`config.mk`:
```
export PLATFORM = sky130hd
export DESIGN_NAME = axi4_lite_master
export DESIGN_NICKNAME = d
export VERILOG_FILES = /design/src/rtl/axi4_lite_pkg.sv /design/src/rtl/axi4_lite_master.sv
export SDC_FILE = /design/constraint.sdc
export NUM_CORES = 1
export LEC_CHECK = 0
export BUFFER_PORTS_ARGS = -buffer_cell sky130_fd_sc_hd__buf_2
export CAP_MARGIN = 30
export CELL_PAD_IN_SITES_DETAIL_PLACEMENT = 1
export CELL_PAD_IN_SITES_GLOBAL_PLACEMENT = 1
export CORE_AREA = 3 3 141 143
export DETAILED_ROUTE_END_ITERATION = 8
export DIE_AREA = 0 0 144 146
export PLACE_DENSITY = 0.72
export SYNTH_ARGS = -nofsm -noshare
export SYNTH_HDL_FRONTEND = slang
export SYNTH_SLANG_ARGS = --single-unit
```
`constraint.sdc`:
```
create_clock -name clk -period 1.5 [get_ports clk]
set_input_delay 0.3 -clock clk [delete_from_list [all_inputs] [get_ports clk]]
set_output_delay 0.3 -clock clk [all_outputs]
set_load 0.01 [all_outputs]
```
`src/rtl/axi4_lite_pkg.sv`:
```
// Shared definitions for the AXI4-Lite master.
// Provides the FSM state encoding, the AXI response codes, the default
// protection value and a helper that classifies a response as an error.
package axi4_lite_pkg;

  typedef enum logic [2:0] {
    IDLE    = 3'd0,
    WR_REQ  = 3'd1,
    WR_RESP = 3'd2,
    RD_REQ  = 3'd3,
    RD_DATA = 3'd4
  } state_t;

  localparam logic [1:0] RESP_OKAY   = 2'b00;
  localparam logic [1:0] RESP_EXOKAY = 2'b01;
  localparam logic [1:0] RESP_SLVERR = 2'b10;
  localparam logic [1:0] RESP_DECERR = 2'b11;

  localparam logic [2:0] PROT_DEFAULT = 3'b000;

  // SLVERR and DECERR are the two codes with resp[1] set.
  function automatic logic resp_is_err(input logic [1:0] resp);
    return (resp == RESP_SLVERR) || (resp == RESP_DECERR);
  endfunction

endpackage

```
`src/rtl/axi4_lite_master.sv`:
```
// Single-outstanding AXI4-Lite master.
// Turns one CPU request (req/wr/addr/wdata/wstrb) into one AXI4-Lite write
// (AW+W+B) or read (AR+R) and reports completion with a one-cycle cpu_ready.
// Ports:
//   clk, rst            clock, synchronous active-high reset
//   cpu_*               CPU side: request in, rdata/ready/error out
//   M_AXI_AW*/W*/B*     AXI4-Lite write address, write data, write response
//   M_AXI_AR*/R*        AXI4-Lite read address, read data
// All outputs are registered except BREADY/RREADY, which decode the state.
module axi4_lite_master
  import axi4_lite_pkg::*;
(
  input  logic        clk,
  input  logic        rst,

  input  logic [31:0] cpu_addr,
  input  logic [31:0] cpu_wdata,
  input  logic [3:0]  cpu_wstrb,
  input  logic        cpu_req,
  input  logic        cpu_wr,
  output logic [31:0] cpu_rdata,
  output logic        cpu_ready,
  output logic        cpu_error,

  output logic [31:0] M_AXI_AWADDR,
  output logic [2:0]  M_AXI_AWPROT,
  output logic        M_AXI_AWVALID,
  input  logic        M_AXI_AWREADY,

  output logic [31:0] M_AXI_WDATA,
  output logic [3:0]  M_AXI_WSTRB,
  output logic        M_AXI_WVALID,
  input  logic        M_AXI_WREADY,

  input  logic [1:0]  M_AXI_BRESP,
  input  logic        M_AXI_BVALID,
  output logic        M_AXI_BREADY,

  output logic [31:0] M_AXI_ARADDR,
  output logic [2:0]  M_AXI_ARPROT,
  output logic        M_AXI_ARVALID,
  input  logic        M_AXI_ARREADY,

  input  logic [31:0] M_AXI_RDATA,
  input  logic [1:0]  M_AXI_RRESP,
  input  logic        M_AXI_RVALID,
  output logic        M_AXI_RREADY
);

  state_t st, st_nxt;
  logic   accept;
  logic   aw_pend_nxt, w_pend_nxt;

  assign M_AXI_AWPROT = PROT_DEFAULT;
  assign M_AXI_ARPROT = PROT_DEFAULT;
  assign M_AXI_BREADY = (st == WR_RESP);
  assign M_AXI_RREADY = (st == RD_DATA);

  // A channel is still pending after this edge if its VALID is up and the
  // slave has not taken it; AW and W may finish on different edges.
  assign aw_pend_nxt = M_AXI_AWVALID & ~M_AXI_AWREADY;
  assign w_pend_nxt  = M_AXI_WVALID  & ~M_AXI_WREADY;

  always_ff @(posedge clk) begin
    if (rst) st <= IDLE;
    else     st <= st_nxt;
  end

  always_comb begin
    st_nxt = st;
    accept = 1'b0;
    case (st)
      IDLE: if (cpu_req) begin
        accept = 1'b1;
        st_nxt = cpu_wr ? WR_REQ : RD_REQ;
      end
      WR_REQ:  if (!aw_pend_nxt && !w_pend_nxt) st_nxt = WR_RESP;
      WR_RESP: if (M_AXI_BVALID)                st_nxt = IDLE;
      RD_REQ:  if (M_AXI_ARREADY)               st_nxt = RD_DATA;
      RD_DATA: if (M_AXI_RVALID)                st_nxt = IDLE;
      default:                                  st_nxt = IDLE;
    endcase
  end

  always_ff @(posedge clk) begin
    if (rst) begin
      cpu_rdata     <= '0;
      cpu_ready     <= 1'b0;
      cpu_error     <= 1'b0;
      M_AXI_AWADDR  <= '0;
      M_AXI_AWVALID <= 1'b0;
      M_AXI_WDATA   <= '0;
      M_AXI_WSTRB   <= '0;
      M_AXI_WVALID  <= 1'b0;
      M_AXI_ARADDR  <= '0;
      M_AXI_ARVALID <= 1'b0;
    end else begin
      cpu_ready <= 1'b0;
      // Each VALID drops on its own handshake edge; address/data regs are
      // untouched so they stay stable for the whole VALID window.
      if (M_AXI_AWVALID && M_AXI_AWREADY) M_AXI_AWVALID <= 1'b0;
      if (M_AXI_WVALID  && M_AXI_WREADY)  M_AXI_WVALID  <= 1'b0;
      if (M_AXI_ARVALID && M_AXI_ARREADY) M_AXI_ARVALID <= 1'b0;
      case (st)
        IDLE: if (accept) begin
          cpu_error <= 1'b0;
          if (cpu_wr) begin
            M_AXI_AWADDR  <= cpu_addr;
            M_AXI_WDATA   <= cpu_wdata;
            M_AXI_WSTRB   <= cpu_wstrb;
            M_AXI_AWVALID <= 1'b1;
            M_AXI_WVALID  <= 1'b1;
          end else begin
            M_AXI_ARADDR  <= cpu_addr;
            M_AXI_ARVALID <= 1'b1;
          end
        end
        WR_RESP: if (M_AXI_BVALID) begin
          cpu_ready <= 1'b1;
          cpu_error <= resp_is_err(M_AXI_BRESP);
        end
        RD_DATA: if (M_AXI_RVALID) begin
          cpu_ready <= 1'b1;
          cpu_rdata <= M_AXI_RDATA;
          cpu_error <= resp_is_err(M_AXI_RRESP);
        end
        default: ;
      endcase
    end
  end

endmodule

```
# ---- Word level (Yosys, flattened, before mapping)
# Index checks and enable logic that the tools add are counted.
# Widths: inputs -> output; s select.
dict set report word_totals {
  register_bits 140
  latch_bits 0
  ram_bits 0
  rom_bits 0
  in_bits 113
  output_inout_bits 145
  word_cells 73
  n_memories 0
}
dict set report classes {
  add_sub_neg 0
  multipliers 0
  div_mod_pow 0
  order_cmp 0
  eq_ne 14
  n_shift 0
  mux 28
  n_bitwise 5
  reduce_logical 15
}
# cell count
set ops {}
lappend ops {{$mux 1} 19}
lappend ops {{$mux 3} 5}
lappend ops {{$pmux 3 s5} 1}
lappend ops {{$ne 2x2->1 const B} 6}
lappend ops {{$eq 2x2->1 const B} 4}
lappend ops {{$eq 3x2->1 const B} 2}
lappend ops {{$reduce_and 3->1} 2}
lappend ops {{$reduce_and 5->1} 1}
lappend ops {{$logic_and 1x1->1} 4}
lappend ops {{$reduce_and 4->1} 1}
lappend ops {{$eq 3x1->1 const B} 1}
lappend ops {{$eq 3x3->1 const B} 1}
lappend ops {{$logic_not 3->1} 1}
lappend ops {{$not 1->1} 3}
lappend ops {{$pmux 1 s3} 1}
lappend ops {{$reduce_bool 3->1} 1}
lappend ops {{$and 1x1->1} 2}
lappend ops {{$logic_not 1->1} 2}
lappend ops {{$logic_or 1x1->1} 2}
lappend ops {{$mux 2} 1}
lappend ops {{$pmux 1 s2} 1}
lappend ops {{$reduce_and 2->1} 1}

# ---- Depth between registers and ports, before layout
# Gate-level depths: netlist of run 1.
dict set report depth {
  depth_word 6
  mapped_depth 6
}

# ---- Least setup slack after synthesis of run 1
# Ideal clock, no wire load.
dict set report synth_path {
  path_kind {reg2reg}
  startpoint {reg st[0]}
  endpoint {reg M_AXI_AWADDR[10]}
  setup_time_ns 0.132
  arrival_ns 1.313
  slack_ns 0.054
  stages_incl_launch_ff 6
  n_path_buf 2
  synth_period_minus_slack_ns 1.446
  path_cell_list {dfxtp_1 -> or4b_1 -> buf_4 -> buf_6 -> o21ai_1 -> a21oi_1}
}
dict set report synth_between {
  elab_chain_cells 3
}
# item line
set synth_lines {}
lappend synth_lines {{from (decl)} axi4_lite_master.sv:50} ;# state_t st, st_nxt;
lappend synth_lines {{from (signal assigned)} axi4_lite_master.sv:66} ;# else st <= st_nxt;
lappend synth_lines {{$logic_not 3->1 (*)} {axi4_lite_master.sv:72, axi4_lite_master.sv:104}}
lappend synth_lines {{$mux 1} axi4_lite_master.sv:72} ;# case (st)
lappend synth_lines {{$reduce_and 3->1 (no line) (*)} n/a}
lappend synth_lines {{to (signal assigned)} axi4_lite_master.sv:108} ;# M_AXI_AWADDR <= cpu_addr;
lappend synth_lines {{to (decl)} axi4_lite_master.sv:25} ;# output logic [31:0] M_AXI_AWADDR,
# Mark *: on every way between the ends. The rest lies on a longest branch, timed or not.
# A chain may end at the register's enable or synchronous reset.

# ---- Worst setup path in the final report of run 1
dict set report layout_path {
  startpoint {reg st[1]}
  endpoint {reg M_AXI_AWADDR[4]}
}
# The elaborated chain is that of the path after synthesis.

==> summary by stage, run 1 <==
Min path
The worst hold-check path type is input pin to flip-flop. The worst min-delay path startpoint is M_AXI_RDATA[23].

Placed design
The standard cell area after detailed placement is between 7000 and 8000 sq um. In this run the tool buffered the top-level ports with around 250 buffer cells. Routability-driven placement finished with a final weighted congestion of slightly below 0.8. Detailed placement ended at an HPWL of ~13 mm.

OpenSTA, run right after detailed placement, puts the worst setup slack at -68.95 ps.

Die
The width of the die is approximately 140 microns. The area of the die is 21020 sq um. After floorplanning, the core was divided into 50 placement rows. The count of boundary I/O pins is 258. The vertical die dimension is roughly 150 microns.

The area of the core is ~19000 sq um. The initial utilization of the core area, before any placement, comes to 0.2900.

STA
The part of the cycle the worst path needs is 1.079. The final hold violation count is 0. Based on the critical path, the design can be clocked at up to just over 600 MHz. The setup-violating endpoint count in the final report is around 110. Setup slack on the critical path of the routed design comes to -118.9 ps.

The slew at the pin closest to its max-slew limit is 822.2 ps. Setup repair after global routing could not meet its margin everywhere. On the final layout, the worst hold slack is 121.5 ps. The smallest clock period supported by the final layout is computed as between 1500 and 2000 ps. The normalized max-slew margin is 0.4519.

The final worst clock skew is a little over 7 ps. The final number of max-transition violations came to 0.

GRT
The pin count of the biggest net entering global routing is 76. The via count of the first global-routing pass is approximately 5700. The total routing resource utilization after global routing is 0.1788. The first-pass GRT wire length is 30.29 mm. The initial antenna violation count was 1. After global routing the overflow that remains totals 0.

Finish
The post-layout utilization of the core is 0.4889. The area growth from synthesis to layout is 68.57%. 0 antenna diodes ended up in the layout. The fraction of final layout cells with drive strength greater than 1 is 0.5645. The number of nets in the layout is about 1000.

Counting the fill cells in the layout gives 2150. In the layout the commonest cells are sky130_fd_sc_hd__buf_2, sky130_fd_sc_hd__dfxtp_1, sky130_fd_sc_hd__o21ai_1. The commonest non-fill, non-tap cell in the layout is sky130_fd_sc_hd__buf_2. With fillers left out, the area of the finished cells amounts to 9145 sq um.

Detailed routing
After the first detailed-routing iteration, the DRC count stood at between 200 and 250. The number of detailed-route iterations in the first pass is 4. After detailed routing, the average wire length per cell comes to around 19 microns.

In the routed design, unresolved DRC markers number 0. Summed over all layers, the routed wires come to between 20 and 25 mm. For this block, the via count after detailed routing is slightly below 6000. Using the TritonRoute via totals, the vias-per-cell ratio works out to 5.035. The detail route stage leaves a number of antenna-violating nets equal to 0.

Worst setup path
The critical path startpoint category is a flip-flop. The worst setup path is captured at a flip-flop. The required time of the critical path is 1780 ps.

The beginning of the worst register-to-register path is st[1]. The launching instance or port of the critical path is st[1]. STA puts the critical path data arrival time at 1900 ps. Of all nets on the critical path, the largest fanout is 39. The critical setup path kind is flip-flop to flip-flop.

Clock tree
The maximum level of the CTS H-tree is 4. The root buffer cell is sky130_fd_sc_hd__clkbuf_16. The clock transition time at the flip-flop clock pins of the worst setup and hold paths is ~70 ps.

TritonCTS built the clock tree. Clock tree synthesis inserted a total of 17 buffers. Hold repair after CTS inserted 0 buffers. The clock reaches the later pin of the worst-skew pair after 410 ps. Counting along the longest clock path gives a buffer depth of 2. Clock tree synthesis found a total of 140 sinks.

Pwr
The internal portion of total power is ~0.0086 W. The cell leakage power is roughly 3.7 nW. The part of the total power dissipated in sequential elements is 0.336. IR analysis of the VDD net gives a maximum drop of around 750 uV.

The fraction of power consumed by combinational cells is 0.283. The power density normalized to cell area is approximately 1300 nW/um^2. Of the total power, the clock network draws 0.381. Of the total power, the share spent switching nets is 0.3040. The net switching power of the design is ~0.0037 W.

Synth
The count of cell types in the netlist is 34. The synthesized design contains 140 register bits. The cell count after synthesis came out at roughly 660. The sequential area share after synthesis is 0.5166. The synthesized netlist occupies a cell area of approximately 5400 sq um.

The Yosys step of the flow raised 0 warnings. The mean post-synth cell area is between 8 and 9 sq um.

Outcome
The flow ran to the end, but the final reports show violations. The final reports fail on negative setup slack.

Job
Across the run, the number of max-cap violations was 0.
[per-layer routing]
metal,wire [microns],GRT usage,up-vias
li1,-,-,2813
met1,9124,0.2188,2796
met2,10570,0.2865,188
met3,1726,0.07690,27
met4,328,0.04896,2
met5,7,0,-
[state kept, by name, summed over array words and instances (netlist names)]
signal	count
M_AXI_ARADDR	32
M_AXI_ARVALID	1
M_AXI_AWADDR	32
M_AXI_AWVALID	1
M_AXI_WDATA	32
M_AXI_WSTRB	4
M_AXI_WVALID	1
cpu_error	1
cpu_rdata	32
cpu_ready	1
st	3
[final cells by class]
class / instances / area [sq um] / share of cell area
Timing Repair Buffer: 306 / 2161 / 0.2363
Clock buffer: 19 / 432.9 / 0.04734
Sequential cell: 140 / 2811 / 0.3074
Multi-Input combinational cell: 444 / 3228 / 0.3530
Inverter: 1 / 5.005 / 0.0005473
Tap cell: 234 / 292.8 / 0.03202
Clock inverter: 13 / 214.0 / 0.02340
[critical path: stages (launching register included)]
cell and delay [ps]:
sky130_fd_sc_hd__dfxtp_4 350, sky130_fd_sc_hd__or4b_4 600, sky130_fd_sc_hd__buf_12 210, sky130_fd_sc_hd__o21ai_1 210, sky130_fd_sc_hd__a21oi_2 80
[power groups by stage]
stage / sequential (W) / combinational, W / clock (W)
3_3_place_gp: 0.00419 / 0.00231 / 0
4_1_cts: 0.00413 / 0.00256 / 0.00480
5_1_grt: 0.00418 / 0.00373 / 0.00498
2_1_floorplan: 0.00432 / 0.00120 / 0
6_report: 0.00414 / 0.00349 / 0.00470
3_5_place_dp: 0.00420 / 0.00234 / 0
[Yosys cell counts]
library cell	count	area (sq um)
sky130_fd_sc_hd__dfxtp_1	140	2803
sky130_fd_sc_hd__and2_1	1	6.260
sky130_fd_sc_hd__nand2_1	66	247.7
sky130_fd_sc_hd__nand3b_1	3	22.52
sky130_fd_sc_hd__or3b_2	1	8.760
sky130_fd_sc_hd__buf_1	8	30.03
sky130_fd_sc_hd__or4b_1	1	10.01
sky130_fd_sc_hd__buf_4	10	75.07
sky130_fd_sc_hd__nor4bb_1	1	10.01
sky130_fd_sc_hd__a32o_1	1	10.01
sky130_fd_sc_hd__inv_2	1	3.750
sky130_fd_sc_hd__clkbuf_1	38	142.6
sky130_fd_sc_hd__nand4bb_1	1	11.26
sky130_fd_sc_hd__or4_1	1	7.510
sky130_fd_sc_hd__nor3b_1	1	7.510
sky130_fd_sc_hd__o31ai_1	2	15.01
sky130_fd_sc_hd__a21oi_1	137	685.7
sky130_fd_sc_hd__buf_6	10	112.6
sky130_fd_sc_hd__o21ai_1	100	500.5
sky130_fd_sc_hd__conb_1	1	3.750
sky130_fd_sc_hd__nor2b_1	4	25.02
sky130_fd_sc_hd__nor4_1	2	12.51
sky130_fd_sc_hd__nand3_1	101	505.5
sky130_fd_sc_hd__nor4b_2	1	15.01
sky130_fd_sc_hd__a2bb2oi_1	1	8.760
sky130_fd_sc_hd__buf_2	11	55.05
sky130_fd_sc_hd__nand2b_1	5	31.28
sky130_fd_sc_hd__mux2_2	1	11.26
sky130_fd_sc_hd__nor3_1	1	5.000
sky130_fd_sc_hd__and3b_1	1	8.760
sky130_fd_sc_hd__a21boi_0	1	7.510
sky130_fd_sc_hd__mux2i_1	1	10.01
sky130_fd_sc_hd__nor2_1	2	7.510
sky130_fd_sc_hd__a221oi_1	1	8.760
[path summary, 6_finish.rpt]
check	cells past startpoint	slack [ps]	to
max reg2reg	4	-120	M_AXI_AWADDR[4]
min	3	120	cpu_rdata[23]
min reg2reg	2	450	cpu_rdata[9]
max	4	-120	M_AXI_AWADDR[4]
[through the flow]
step           setup TNS, ps  instances  power [W]
6_report               -6262       1157    0.01233
5_1_grt               -14280       1157    0.01289
4_1_cts               -789.1       1136    0.01149
3_5_place_dp           -1055       1097   0.006539
3_3_place_gp          -40.93       1097   0.006496
2_1_floorplan              0        662   0.005521
[repair_timing]
item / 4_1_cts / 5_1_grt
buffers inserted: 6 / 8
pin swaps: 2 / 84
gates cloned: 1 / 13
endpoints found under the setup margin: 66 / 127
resized for setup: 21 / 214
[kinds of logic (layout without fill, tap and decap cells)]
kind of cell,after synthesis,in the layout,share of synthesized area
AO/OA/AOI/OAI,243,243,0.2279
buffers and inverters,78,339,0.07726
flip-flops,140,140,0.5166
multiplexers,2,2,0.003921
other,1,6,0.0006912
AND/OR/NAND/NOR,193,193,0.1737
(Power assumes the default switching activity.)
==> run 2: changes to the inputs <==
REMOVE_ABC_BUFFERS = 1   (was default)
==> run 2 against run 1 <==
The run still ends with negative setup slack left. Sequential share of layout area rose by 3.7 points. Count of clock-buffer cells in the layout fell by 1. Core utilization fell by 5.4 points. Worst hold slack got worse by 9.4 ps. Combinational power fell by 26%. Routed wire length fell by 6.9%. Clock skew fell by 0.57 ps. First-iteration DRC count rose by 25%. Worst setup slack got worse by 58 ps. Power fell by 4.6%. Design area fell by 11%. Critical endpoint is now M_AXI_ARADDR[29]. Largest power group unchanged.
==> summary by stage, run 2 (synthesis results as in run 1) <==
Outcome
The flow ran to the end, but the final reports show violations. The checks that failed: negative setup slack.

Die
The cell row count came to 50 (unchanged). The area of the core was 18710 sq um (unchanged). The count of boundary I/O pins is 258 (unchanged). The width of the die is 144 microns (unchanged). The vertical die dimension came to 146 microns (unchanged).

The area of the die was 21020 sq um (unchanged). The initial core utilization is 0.2900 (unchanged).

STA
The final hold violation count was 0 (unchanged). The upper clock frequency limit is 596.3 MHz (-3.5%). The final number of max-transition violations is 0 (unchanged). The final worst clock skew is 6.694 ps (-0.5701 ps). The part of the cycle the worst path needs is 1.118 (+0.03870). Setup repair after global routing could not meet its margin everywhere. The setup-violating endpoint count in the final report came to 113 (+7.6%). The final setup TNS is -13390 ps (-7126 ps). The minimum clock period is 1677 ps (+58.05 ps). The worst setup margin is -176.9 ps (-58.05 ps).

Detailed routing
The number of detailed-route iterations in the first pass was 4 (unchanged). The total length of routed wires is 20.26 mm (-6.9%). The post-detailed-route via-to-cell ratio is 4.963 (-1.4%). The top metal layer carrying routed signals is met4. The final routed DRC violation total is 0 (unchanged). The violation count after the first detailed-route iteration is 261 (+25%). The average wire per standard cell came to 17.61 microns (-6.3%). The detailed-routed wire length on met3 came to 920 microns (-47%). The met2 routed wirelength is 9.995 mm (-5.4%). The detailed-route via count is 5707 (-2.0%). The met1 routed wirelength after detailed routing is 8.678 mm (-4.9%).

The post-route antenna net violation count is 0 (unchanged).

Placed design
The post-DP HPWL is 13.18 mm (+1.2%). The last weighted congestion value of the routability-driven placer came to 0.7745 (about the same). The cell count after placement is 1101 (+0.36%). The count of input and output buffers is 249 (unchanged).

Pwr
The worst-case vdd ir drop is 734.6 uV (-2.4%). The power share of the clock group is 0.430 (+0.049). The total power of the final layout is 0.01177 W (-4.6%). The internal portion of total power is 0.008460 W (-1.4%).

The cell leakage power is 3.488 nW (-6.3%). The part of the total power dissipated in sequential elements is 0.350 (+0.014). The fraction of power consumed by combinational cells is 0.219 (-0.064). The power density normalized to cell area came to 1447 nW/um^2 (+7.3%).

The net switching power of the design is 0.003312 W (-12%). The share of total power consumed by net switching came to 0.2813 (-0.02269).

Finish
The number of nets in the layout was 1012 (-1.1%). In the layout the commonest cells are sky130_fd_sc_hd__buf_2, sky130_fd_sc_hd__dfxtp_1, sky130_fd_sc_hd__a21oi_1. From synthesis to final layout, the design area changed by 49.95%.

The commonest non-fill, non-tap cell in the layout is sky130_fd_sc_hd__buf_2. The filler cell count came to 2268 (+5.5%). The fraction of final layout cells with drive strength greater than 1 came to 0.4200 (-0.1445).

The final cell count without fillers is 1150 (-0.61%).

Clock tree
The clock transition time at the flip-flop clock pins of the worst setup and hold paths is 60 ps (about the same). The clock insertion delay at the later pin of the skew report came to 420 ps (about the same). The count of hold-fix buffers inserted at cts came to 0 (unchanged). The root buffer cell chosen for the clock tree is sky130_fd_sc_hd__clkbuf_16. The TritonCTS buffer count was 17 (unchanged). The maximum clock path buffer count is 2 (unchanged).

The clock sink count was 140 (unchanged). The maximum level of the CTS H-tree is 4 (unchanged). TritonCTS built the clock tree.

GRT
The via count of the first global-routing pass is 5621 (-1.4%). The total congestion overflow came to 0 (unchanged). The pin count of the biggest net entering global routing is 72 (-5.3%). The initial antenna violation count is 4 (+3).

The total routing resource utilization after global routing is 0.1804 (+0.001622). The first-pass GRT wire length came to 30.44 mm (+0.50%).

Worst setup path
The delay of the slowest cell on the worst path is 590 ps (about the same). Walking the worst path, the cells encountered are buf_4 -> or4b_4 -> buf_12 -> o21ai_1 -> a21oi_1. The largest individual stage delay along the critical path comes from the cell sky130_fd_sc_hd__or4b_4. The endpoint class of the critical path is a flip-flop. The critical path is of the flip-flop to flip-flop type. The data arrival time of the critical path is 1970 ps (+70 ps). The critical path startpoint category is a flip-flop.

The top fanout value on the critical path came to 46 (+18%). The required time of the critical path is 1790 ps (about the same).

Job
The total of max-cap violations is 0 (unchanged).

Min path
The min-delay analysis places its worst path in the category input pin to flip-flop.
-- run 2: final cells by class --
class | instances | area, sq um | share of cell area
clock inverters | 14 | 265.3 | 0.03261
flip-flops and latches | 140 | 2805 | 0.3448
multi-input cells | 444 | 2467 | 0.3033
well taps | 234 | 292.8 | 0.03599
diodes | 4 | 10.01 | 0.001230
repair buffers | 295 | 1851 | 0.2275
inverters | 1 | 5.005 | 0.0006152
clock buffers | 18 | 439.2 | 0.05398
-- run 2: path summary, 6_finish.rpt --
check	startpoint	cells past startpoint	slack, ps	to
setup / recovery	st[1]	5	-180	M_AXI_ARADDR[29]
setup reg to reg	st[1]	5	-180	M_AXI_ARADDR[29]
hold / removal	M_AXI_RDATA[17]	3	110	cpu_rdata[17]
hold reg to reg	cpu_rdata[4]	2	450	cpu_rdata[4]
-- run 2: what timing repair did --
action,4_1_cts,5_1_grt
setup buffers,5,5
pin swaps,4,13
resized for setup,11,59
setup endpoints to repair,37,136
endpoints found under the hold margin,0,0
gates cloned,0,3
-- run 2: power by group through the flow --
stage	Sequential [W]	Clock, W	Combinational (W)
floorplan	0.00435	0	0.000828
global placement	0.00419	0	0.00227
detailed placement	0.00420	0	0.00231
CTS	0.00412	0.00516	0.00245
global route	0.00416	0.00537	0.00282
finish	0.00412	0.00507	0.00258
-- run 2: worst max-delay path, delay by kind of cell (launching register included) --
| family | cells | cell delay (ps) |
|---|---|---|
| flops | 1 | 340 |
| compound gates | 2 | 240 |
| buf+inv | 2 | 340 |
| simple gates | 1 | 590 |
-- run 2: per-stage QoR --
stage | util | area, sq um | hold slack, ps | worst slack, ps
floorplan | - | 5029 | 369.1 | -3614
global placement | 0.3755 | 7024 | 439.5 | -10.63
detailed placement | 0.3755 | 7024 | 444.9 | -32.47
CTS | 0.4173 | 7806 | 95.37 | -167.1
global route | 0.4349 | 8135 | 90.15 | -236.0
finish | 0.4349 | 8135 | 112.1 | -176.9
-- run 2: per-layer routing --
metal	vias up	GRT usage
met3	42	0.04634
met5	-	0
met4	0	0.08239
met2	156	0.3028
li1	2798	-
met1	2711	0.2139
